`config.mk`:
```
export PLATFORM = sky130hd
export DESIGN_NAME = inert_spi_sched
export DESIGN_NICKNAME = d
export VERILOG_FILES = /design/src/rtl/inert_spi_sched.sv
export SDC_FILE = /design/constraint.sdc
export NUM_CORES = 1
export LEC_CHECK = 0
export BUFFER_PORTS_ARGS = -buffer_cell sky130_fd_sc_hd__buf_2
export CAP_MARGIN = 20
export CORE_MARGIN = 2
export CORE_UTILIZATION = 30
export DETAILED_ROUTE_END_ITERATION = 6
export GPL_TIMING_DRIVEN = 0
export PLACE_DENSITY = 0.49
export SYNTH_ARGS = -nofsm -noshare
export SYNTH_HDL_FRONTEND = slang
export SYNTH_SLANG_ARGS = --single-unit
```
`constraint.sdc`:
```
create_clock -name clk -period 2.5 [get_ports clk]
set_input_delay 0.5 -clock clk [delete_from_list [all_inputs] [get_ports clk]]
set_output_delay 0.5 -clock clk [all_outputs]
set_load 0.005 [all_outputs]
```
`src/rtl/inert_spi_sched.sv`:
```
// SPI transaction scheduler for the iNEMO inertial sensor.
// After power-up hold-off it writes the sensor configuration, then shares the
// single SPI monarch between INT-triggered data bursts and a host port.
// Burst bytes are assembled into 16-bit raw readings published with vld.
// Optional build macro INERT_SCHED_ACCEL_EN: extends the burst to 10 reads
// and drives ax_raw/ay_raw; otherwise the burst is 6 reads and they stay 0.
module inert_spi_sched #(
  parameter bit FAST_SIM = 1'b0
) (
  input  logic        clk,
  input  logic        rst_n,
  input  logic        INT,
  output logic        wrt,
  output logic [15:0] cmd,
  input  logic        done,
  input  logic [15:0] rd_data,
  input  logic        host_req,
  input  logic [15:0] host_cmd,
  output logic        host_done,
  output logic [15:0] host_rdata,
  output logic        init_done,
  output logic [15:0] ptch_raw,
  output logic [15:0] roll_raw,
  output logic [15:0] yaw_raw,
  output logic [15:0] ax_raw,
  output logic [15:0] ay_raw,
  output logic        vld
);

`ifdef INERT_SCHED_ACCEL_EN
  localparam int unsigned NumReads = 10;
`else
  localparam int unsigned NumReads = 6;
`endif
  localparam logic [3:0]  LastIdx = 4'(NumReads - 1);
  localparam logic [15:0] PwrupTc = FAST_SIM ? 16'h01FF : 16'hFFFF;

  typedef enum logic [2:0] {
    StPwrup, StInitWr, StInitWait, StIdle, StBrstWr, StBrstWait, StHostWr, StHostWait
  } state_e;

  state_e      state_q;
  logic [15:0] pwr_cnt_q;
  logic [1:0]  init_idx_q;
  logic [3:0]  brst_idx_q;
  logic [2:0]  int_sync_q;
  logic        int_pend_q;
  logic        last_grant_q;  // 1: host was granted last
  logic [15:0] sh_ptch_q, sh_roll_q;
  logic [7:0]  sh_last_lo_q;  // low byte of the final reading in the burst
`ifdef INERT_SCHED_ACCEL_EN
  logic [15:0] sh_yaw_q, sh_ax_q;
`endif

  logic        int_edge;
  logic        host_ok;
  logic        grant_brst;
  logic        grant_host;
  logic [15:0] init_cmd;

  // Two-flop synchronizer plus edge register for the sensor INT line.
  always_ff @(posedge clk or negedge rst_n) begin
    if (!rst_n) int_sync_q <= 3'b000;
    else        int_sync_q <= {int_sync_q[1:0], INT};
  end

  // Edge detect, IDLE arbitration and config-write table.
  always_comb begin
    int_edge   = int_sync_q[1] & ~int_sync_q[2];
    // host_req is still high during its own host_done cycle; do not regrant it.
    host_ok    = host_req & ~host_done;
    grant_brst = int_pend_q & (~host_ok | last_grant_q);
    grant_host = host_ok & ~grant_brst;
    case (init_idx_q)
      2'd0:    init_cmd = 16'h0D02;
      2'd1:    init_cmd = 16'h1062;
      2'd2:    init_cmd = 16'h1162;
      default: init_cmd = 16'h1460;
    endcase
  end

  // Scheduler FSM with registered SPI, host and reading outputs.
  always_ff @(posedge clk or negedge rst_n) begin
    if (!rst_n) begin
      state_q      <= StPwrup;
      pwr_cnt_q    <= '0;
      init_idx_q   <= '0;
      brst_idx_q   <= '0;
      int_pend_q   <= 1'b0;
      last_grant_q <= 1'b1;
      wrt          <= 1'b0;
      cmd          <= '0;
      host_done    <= 1'b0;
      host_rdata   <= '0;
      init_done    <= 1'b0;
      vld          <= 1'b0;
      ptch_raw     <= '0;
      roll_raw     <= '0;
      yaw_raw      <= '0;
      sh_ptch_q    <= '0;
      sh_roll_q    <= '0;
      sh_last_lo_q <= '0;
`ifdef INERT_SCHED_ACCEL_EN
      ax_raw       <= '0;
      ay_raw       <= '0;
      sh_yaw_q     <= '0;
      sh_ax_q      <= '0;
`endif
    end else begin
      wrt       <= 1'b0;
      vld       <= 1'b0;
      host_done <= 1'b0;
      if (int_edge) int_pend_q <= 1'b1;
      case (state_q)
        StPwrup: begin
          pwr_cnt_q <= pwr_cnt_q + 16'd1;
          if (pwr_cnt_q == PwrupTc) state_q <= StInitWr;
        end
        StInitWr: begin
          wrt     <= 1'b1;
          cmd     <= init_cmd;
          state_q <= StInitWait;
        end
        StInitWait: begin
          if (done) begin
            if (init_idx_q == 2'd3) begin
              init_done <= 1'b1;
              state_q   <= StIdle;
            end else begin
              init_idx_q <= init_idx_q + 2'd1;
              state_q    <= StInitWr;
            end
          end
        end
        StIdle: begin
          if (grant_brst) begin
            // A fresh edge in the grant cycle must survive the clear.
            int_pend_q   <= int_edge;
            brst_idx_q   <= '0;
            last_grant_q <= 1'b0;
            state_q      <= StBrstWr;
          end else if (grant_host) begin
            cmd          <= host_cmd;
            last_grant_q <= 1'b1;
            state_q      <= StHostWr;
          end
        end
        StBrstWr: begin
          wrt     <= 1'b1;
          cmd     <= {8'hA2 + {4'h0, brst_idx_q}, 8'h00};
          state_q <= StBrstWait;
        end
        StBrstWait: begin
          if (done) begin
            if (brst_idx_q == LastIdx) begin
              // Publish every reading at once; the final byte comes straight from rd_data.
              vld      <= 1'b1;
              ptch_raw <= sh_ptch_q;
              roll_raw <= sh_roll_q;
`ifdef INERT_SCHED_ACCEL_EN
              yaw_raw  <= sh_yaw_q;
              ax_raw   <= sh_ax_q;
              ay_raw   <= {rd_data[7:0], sh_last_lo_q};
`else
              yaw_raw  <= {rd_data[7:0], sh_last_lo_q};
`endif
              state_q  <= StIdle;
            end else begin
              case (brst_idx_q)
                4'd0: sh_ptch_q[7:0]  <= rd_data[7:0];
                4'd1: sh_ptch_q[15:8] <= rd_data[7:0];
                4'd2: sh_roll_q[7:0]  <= rd_data[7:0];
                4'd3: sh_roll_q[15:8] <= rd_data[7:0];
`ifdef INERT_SCHED_ACCEL_EN
                4'd4: sh_yaw_q[7:0]   <= rd_data[7:0];
                4'd5: sh_yaw_q[15:8]  <= rd_data[7:0];
                4'd6: sh_ax_q[7:0]    <= rd_data[7:0];
                4'd7: sh_ax_q[15:8]   <= rd_data[7:0];
                4'd8: sh_last_lo_q    <= rd_data[7:0];
`else
                4'd4: sh_last_lo_q    <= rd_data[7:0];
`endif
                default: ;
              endcase
              brst_idx_q <= brst_idx_q + 4'd1;
              state_q    <= StBrstWr;
            end
          end
        end
        StHostWr: begin
          wrt     <= 1'b1;
          state_q <= StHostWait;
        end
        StHostWait: begin
          if (done) begin
            host_rdata <= rd_data;
            host_done  <= 1'b1;
            state_q    <= StIdle;
          end
        end
        default: state_q <= StPwrup;
      endcase
    end
  end

`ifndef INERT_SCHED_ACCEL_EN
  assign ax_raw = '0;
  assign ay_raw = '0;
`endif

endmodule

```
[Word level (Yosys, flattened, before mapping)]
Index checks and enable logic that the tools add are counted.
Cells by class
  reduce and logical (&&, ||, !) cells: 20
  add/subtract/negate cells: 4
  muxes and demuxes: 28
  equality and inequality tests: 25
  bitwise logic cells: 11
Operator list (count)
  16-bit one-hot mux with 3 select lines: 1
  13-bit one-hot mux with 3 select lines: 1
  16-bit 2-to-1 mux: 2
  3-bit one-hot mux with 8 select lines: 1
  4-bit AND reduction: 6
  3-bit 2-to-1 mux: 7
  16-bit by 1-bit adder with 16-bit output, second input constant: 1
  16-bit equality test, second input constant: 1
  2-bit inequality test, second input constant: 8
  3-bit equality test, second input constant: 4
  4-bit 2-to-1 mux: 3
  3-bit AND reduction: 4
  1-bit 2-to-1 mux: 11
  8-bit by 4-bit adder with 8-bit output, first input constant: 1
  4-bit by 2-bit equality test with 1-bit output, second input constant: 2
  4-bit by 3-bit equality test with 1-bit output, second input constant: 2
  4-bit one-hot mux with 2 select lines: 1
  3-bit by 2-bit equality test with 1-bit output, second input constant: 2
  1-bit NOT: 6
  5-bit AND reduction: 1
  4-bit by 1-bit adder with 4-bit output, second input constant: 1
  1-bit AND: 4
  2-bit equality test, second input constant: 2
  4-bit by 1-bit equality test with 1-bit output, second input constant: 1
  other kinds (13): 15
Storage, ports and cells
  logic and storage cells: 109
  input port bits: 37
  output and inout port bits: 116
  register bits after elaboration: 154

[Logic depth before layout (Yosys ltp)]
  word-level depth: 10
  depth in mapped cells: 7
  mapped depth without buffers: 6

[Least setup slack after synthesis]
No wires, ideal clock.
  path type: reg-to-reg
  start point: reg brst_idx_q[1]
  end point: reg ptch_raw[10]
  buffers on the path: 2
  data required time: 2.375 ns
  stages on the path, launching flop included: 8
  path slack: 0.437 ns
  setup time: 0.125 ns
  arrival time: 1.938 ns
  clock period less this slack: 2.063 ns
  cell sequence: dfrtp_1 inv_1 ha_1 nand3b_1 nor3_1 buf_2 buf_4 mux2_2
On the way
  longest elaborated chain between the ends: 2
Ends and longest elaborated chain
  from (decl): line 45  | logic [3:0] brst_idx_q;
  from (signal assigned): line 185  | brst_idx_q <= brst_idx_q + 4'd1;
  4-bit by 3-bit equality test with 1-bit output: line 155  | if (brst_idx_q == LastIdx) begin
  3-bit AND reduction (no source line)
  to (signal assigned): line 158  | ptch_raw <= sh_ptch_q;
  to (decl): line 22  | output logic [15:0] ptch_raw,
Every way passes these cells.
A chain may end at the register's enable or synchronous reset.

[Worst setup path in the final report]
  start point: reg brst_idx_q[1]
  end point: reg ptch_raw[12]
Same word-level chain as after synthesis.

==> run_results.csv <==
group,metric,value,unit
route,vias_per_cell,4.41,
synthesis,synth.yosys.seq_area_share,58.7,%
synthesis,netlist-cell-type-count,47,
synthesis,synth.largest_area_cell,"sky130_fd_sc_hd__dfrtp_1",
route,avgRoutedWirePerCell,14.9,um
pwr,power.share.switching,32.0,%
outcome,status,"finished clean",
worst_setup_path,worst_path_dominant_cell_family,"buffers and inverters",
worst_setup_path,timing.critical_path.fanout_max,10,
sta,grt_setup_unrepaired,"false",
finish,drive_above_1_share,43.0,%
synthesis,synth.top_cells.by_area,"sky130_fd_sc_hd__dfrtp_1, sky130_fd_sc_hd__mux2_2, sky130_fd_sc_hd__nand2_1",
placement,gp_congestion,0.749,
global_routing,largest_net_degree_at_the_start_of_global_routing,100,
route,detail_route.first_pass.iterations,6,
die,die_area,0.0231,mm2
clock_network,cts_tree,"built",
synthesis,share_of_synthesized_flip_flops_with_an_asynchronous_set_or_reset,100,%
sta,maxSlewViolCount,0,
die,core_area,0.0216,mm2
clock_network,clk_root_buffer_cell,"sky130_fd_sc_hd__clkbuf_16",
synthesis,synth_top_family_by_area,"multiplexers",
global_routing,grt_pass1_vias,4563,
synthesis,syn-instance-count,518,
die,initial_utilization,30.4,%
synthesis,synth_ff_type,"sky130_fd_sc_hd__dfrtp_1",
clock_network,cts-root-to-sink-buffers,2,
route,remaining_drc_errors,0,
finish,syn2layout_area_growth,25.8,%
synthesis,netlist_area,0.00657,mm2
worst_setup_path,cpMaxStageDelayCell,"sky130_fd_sc_hd__dfrtp_1",
clock_network,htreeDepth,4,
clock_network,later_pin_clock_latency_in_the_skew_report,0.43,ns
sta,relSlewSlack,47.8,%
pwr,clockPowerShare,31.2,%
placement,place_area,0.00767,mm2
route,antenna_nets_post_route,0,
synthesis,post_synth_fa_ha_maj_area_fraction,1.91,%
worst_setup_path,worst-endpoint-arrival,2.57,ns
synthesis,ys_ff_latch,154,
worst_setup_path,cp_cell_sequence,"inv_1 -> ha_1 -> nand3b_1 -> nor3_4 -> clkbuf_4 -> buf_4 -> mux2_2",
synthesis,synth-edff-count,0,
worst_setup_path,criticalPathCategory,"reg2reg",
pwr,pwr-share-comb,25.2,%
sta,hold_viol_final,0,
route,met3_wirelength_from_detailed_routing,978,um
placement,dp.final_hpwl,10500,um
synthesis,synthesis.area_per_instance,12.7,um2
die,fp.dieW,152,um
route,met2_wirelength,6970,um
die,ioPinCount,153,
worst_setup_path,critical_path.max_stage_delay,0.47,ns
pwr,cell_internal_pwr,5.44,mW
synthesis,post_synth_mux_area_share,17.0,%
pwr,p_leak,4.40,nW
sta,finalWorstPathRequiredPeriod,2.26,ns
finish,final.fill_count,2124,
worst_setup_path,crit_required,2.81,ns
synthesis,yosys_warnings,0,
sta,final_min_period_over_clock_period,90.4,%
finish,antenna_cells,0,
worst_setup_path,crit_path_end_kind,"flop",
synthesis,synthSimpleGateAreaFrac,9.91,%
pwr,seq_power_share,43.6,%
global_routing,grt_usage,13.1,%
sta,finalSetupViolations,0,
pwr,sum_of_internal_switching_and_leakage_power,8.00,mW
route,routed_wirelength,14700,um
clock_network,clk_pin_slew_worst_paths,0.07,ns
clock_network,clock-sinks,154,
sta,achievable_clock_frequency,0.442,GHz
clock_network,tritoncts.num_buffers,17,
worst_setup_path,setup.worst_path.start_class,"flop",
worst_setup_path,critical_path_buf_inv_count,3,
pwr,vdd.ir_drop.worst,0.000471,V
synthesis,yosys.area.top_type_share,58.3,%
worst_hold_path,worst_min_delay_path_category,"in2async",
pwr,powerDensity,968,mW/mm2
die,die_height,152,um
sta,finalClockSkew,0.0141,ns
sta,tightest_slew,0.780,ns
die,rows,54,
route,drt_first_iter_violations,229,
global_routing,grt_pass1_wl,24200,um
placement,io_buffer_count,120,
route,route.layer.met1.wl,6480,um
route,top_layer_used,"met4",
job,maxCapViolations,0,
synthesis,synth-compound-area-share,4.40,%
global_routing,number_of_antenna_violations_at_the_first_check_in_global_routing,0,
global_routing,grt_residual_overflow,0,
finish,finalNetCount,737,
route,via_count,4336,
finish,finished_layout_cell_area,0.00826,mm2
pwr,power.net_switching,2.56,mW
synthesis,xor_xnor_cell_area_share_of_the_yosys_netlist,2.27,%
clock_network,hold_buffers,0,
## power groups by stage
stage	logic (mW)	clock network, mW	registers [mW]
6_report	2.01	2.50	3.49
5_1_grt	2.27	2.69	3.58
4_1_cts	2.05	2.58	3.50
3_5_place_dp	2.04	0	3.54
3_3_place_gp	1.99	0	3.50
2_1_floorplan	1.32	0	3.47
## worst reg2reg max path, cell delays in order, from the launching register on
cell and delay (ns):
sky130_fd_sc_hd__dfrtp_1 0.47, sky130_fd_sc_hd__inv_1 0.14, sky130_fd_sc_hd__ha_1 0.25, sky130_fd_sc_hd__nand3b_1 0.18, sky130_fd_sc_hd__nor3_4 0.26, sky130_fd_sc_hd__clkbuf_4 0.27
sky130_fd_sc_hd__buf_4 0.23, sky130_fd_sc_hd__mux2_2 0.35
## flip-flops by register name, summed over array words and instances, names as in the netlist
register	count
cmd	16
host_rdata	16
ptch_raw	16
pwr_cnt_q	16
roll_raw	16
sh_ptch_q	16
sh_roll_q	16
yaw_raw	16
sh_last_lo_q	8
brst_idx_q	4
int_sync_q	3
state_q	3
init_idx_q	2
host_done	1
init_done	1
int_pend_q	1
last_grant_q	1
vld	1
wrt	1
## kinds of logic (layout without fill, tap and decap cells)
| kind of cell | count (synthesis) | after routing |
|---|---|---|
| flops | 154 | 154 |
| buf+inv | 63 | 217 |
| mux | 100 | 100 |
| fa+ha+maj | 10 | 10 |
| compound gates | 45 | 45 |
| simple gates | 128 | 128 |
| other cells | 1 | 32 |
| xor+xnor | 17 | 17 |
## routing by layer
layer	vias up	global-route usage (%)
li1	2080	-
met1	2117	16.3
met2	122	21.5
met3	17	4.39
met4	0	4.41
met5	-	0
## synth_stat cells (3+ instances only)
| cell | number |
|---|---|
| sky130_fd_sc_hd__mux2_2 | 94 |
| sky130_fd_sc_hd__nor2_1 | 4 |
| sky130_fd_sc_hd__buf_4 | 34 |
| sky130_fd_sc_hd__a22oi_1 | 3 |
| sky130_fd_sc_hd__a22o_1 | 8 |
| sky130_fd_sc_hd__xnor2_1 | 9 |
| sky130_fd_sc_hd__nor3_1 | 8 |
| sky130_fd_sc_hd__buf_2 | 9 |
| sky130_fd_sc_hd__xor2_1 | 8 |
| sky130_fd_sc_hd__clkbuf_1 | 4 |
| sky130_fd_sc_hd__and3_1 | 3 |
| sky130_fd_sc_hd__mux2i_1 | 6 |
| sky130_fd_sc_hd__nand3_1 | 9 |
| sky130_fd_sc_hd__ha_1 | 10 |
| sky130_fd_sc_hd__or3_1 | 3 |
| sky130_fd_sc_hd__nand2_1 | 71 |
| sky130_fd_sc_hd__a21oi_1 | 9 |
| sky130_fd_sc_hd__o21ai_0 | 17 |
| sky130_fd_sc_hd__inv_1 | 14 |
| sky130_fd_sc_hd__dfrtp_1 | 153 |
| sky130_fd_sc_hd__nor4_1 | 4 |
| sky130_fd_sc_hd__nand4_1 | 5 |
## final cells by class
type / instances / area, um2 / area share, %
Buffer: 48 / 322 / 3.89
Sequential cell: 154 / 3850 / 46.7
Clock inverter: 15 / 149 / 1.80
Inverter: 15 / 56.3 / 0.681
Timing Repair Buffer: 122 / 642 / 7.77
Tap cell: 280 / 350 / 4.24
Multi-Input combinational cell: 332 / 2460 / 29.8
Clock buffer: 17 / 425 / 5.15
## what timing repair did
action,in CTS,in global routing
gates resized for setup,1,2
setup buffers,0,1
setup endpoints to repair,9,9
## layout by cell type, fill, tap and decap left out, drive strengths merged, types with 9 or more instances in the layout
| cell type | count |
|---|---|
| a21oi | 9 |
| buf | 165 |
| clkbuf | 22 |
| conb | 32 |
| dfrtp | 153 |
| ha | 10 |
| inv | 24 |
| mux2 | 94 |
| nand2 | 71 |
| nand3 | 9 |
| o21ai | 17 |
| xnor2 | 9 |
## worst paths after layout
| path | start | end | slack (ns) | depth (start not counted) |
|---|---|---|---|---|
| max | brst_idx_q[1]$_DFFE_PN0P_ | ptch_raw[12]$_DFFE_PN0P_ | 0.24 | 7 |
| min | rst_n | ptch_raw[11]$_DFFE_PN0P_ | 0.01 | 1 |
| max reg2reg | brst_idx_q[1]$_DFFE_PN0P_ | ptch_raw[12]$_DFFE_PN0P_ | 0.24 | 7 |
| min reg2reg | int_sync_q[0]$_DFF_PN0_ | int_sync_q[1]$_DFF_PN0_ | 0.35 | 0 |
| max in group asynchronous | rst_n | pwr_cnt_q[2]$_DFFE_PN0N_ | 1.59 | 2 |
| min in group clk | INT | int_sync_q[0]$_DFF_PN0_ | 0.18 | 1 |
## per-stage QoR
| stage | utilization, % | std cells | setup TNS (ns) | hold slack [ns] | worst slack [ns] |
|---|---|---|---|---|---|
| CTS | 38.1 | 982 | 0 | 0.0349 | 0.0176 |
| finish | 38.2 | 983 | 0 | 0.0113 | 0.239 |
| global placement | 35.3 | 949 | -200.73 | 0.346 | -1.32 |
| global route | 38.2 | 983 | 0 | 0.0579 | 0.0737 |
| floorplan | - | 549 | 0 | 0.204 | 0.437 |
| detailed placement | 35.5 | 950 | -0.854 | 0.346 | -0.102 |
No activity file was read; power rests on OpenSTA's default activity.
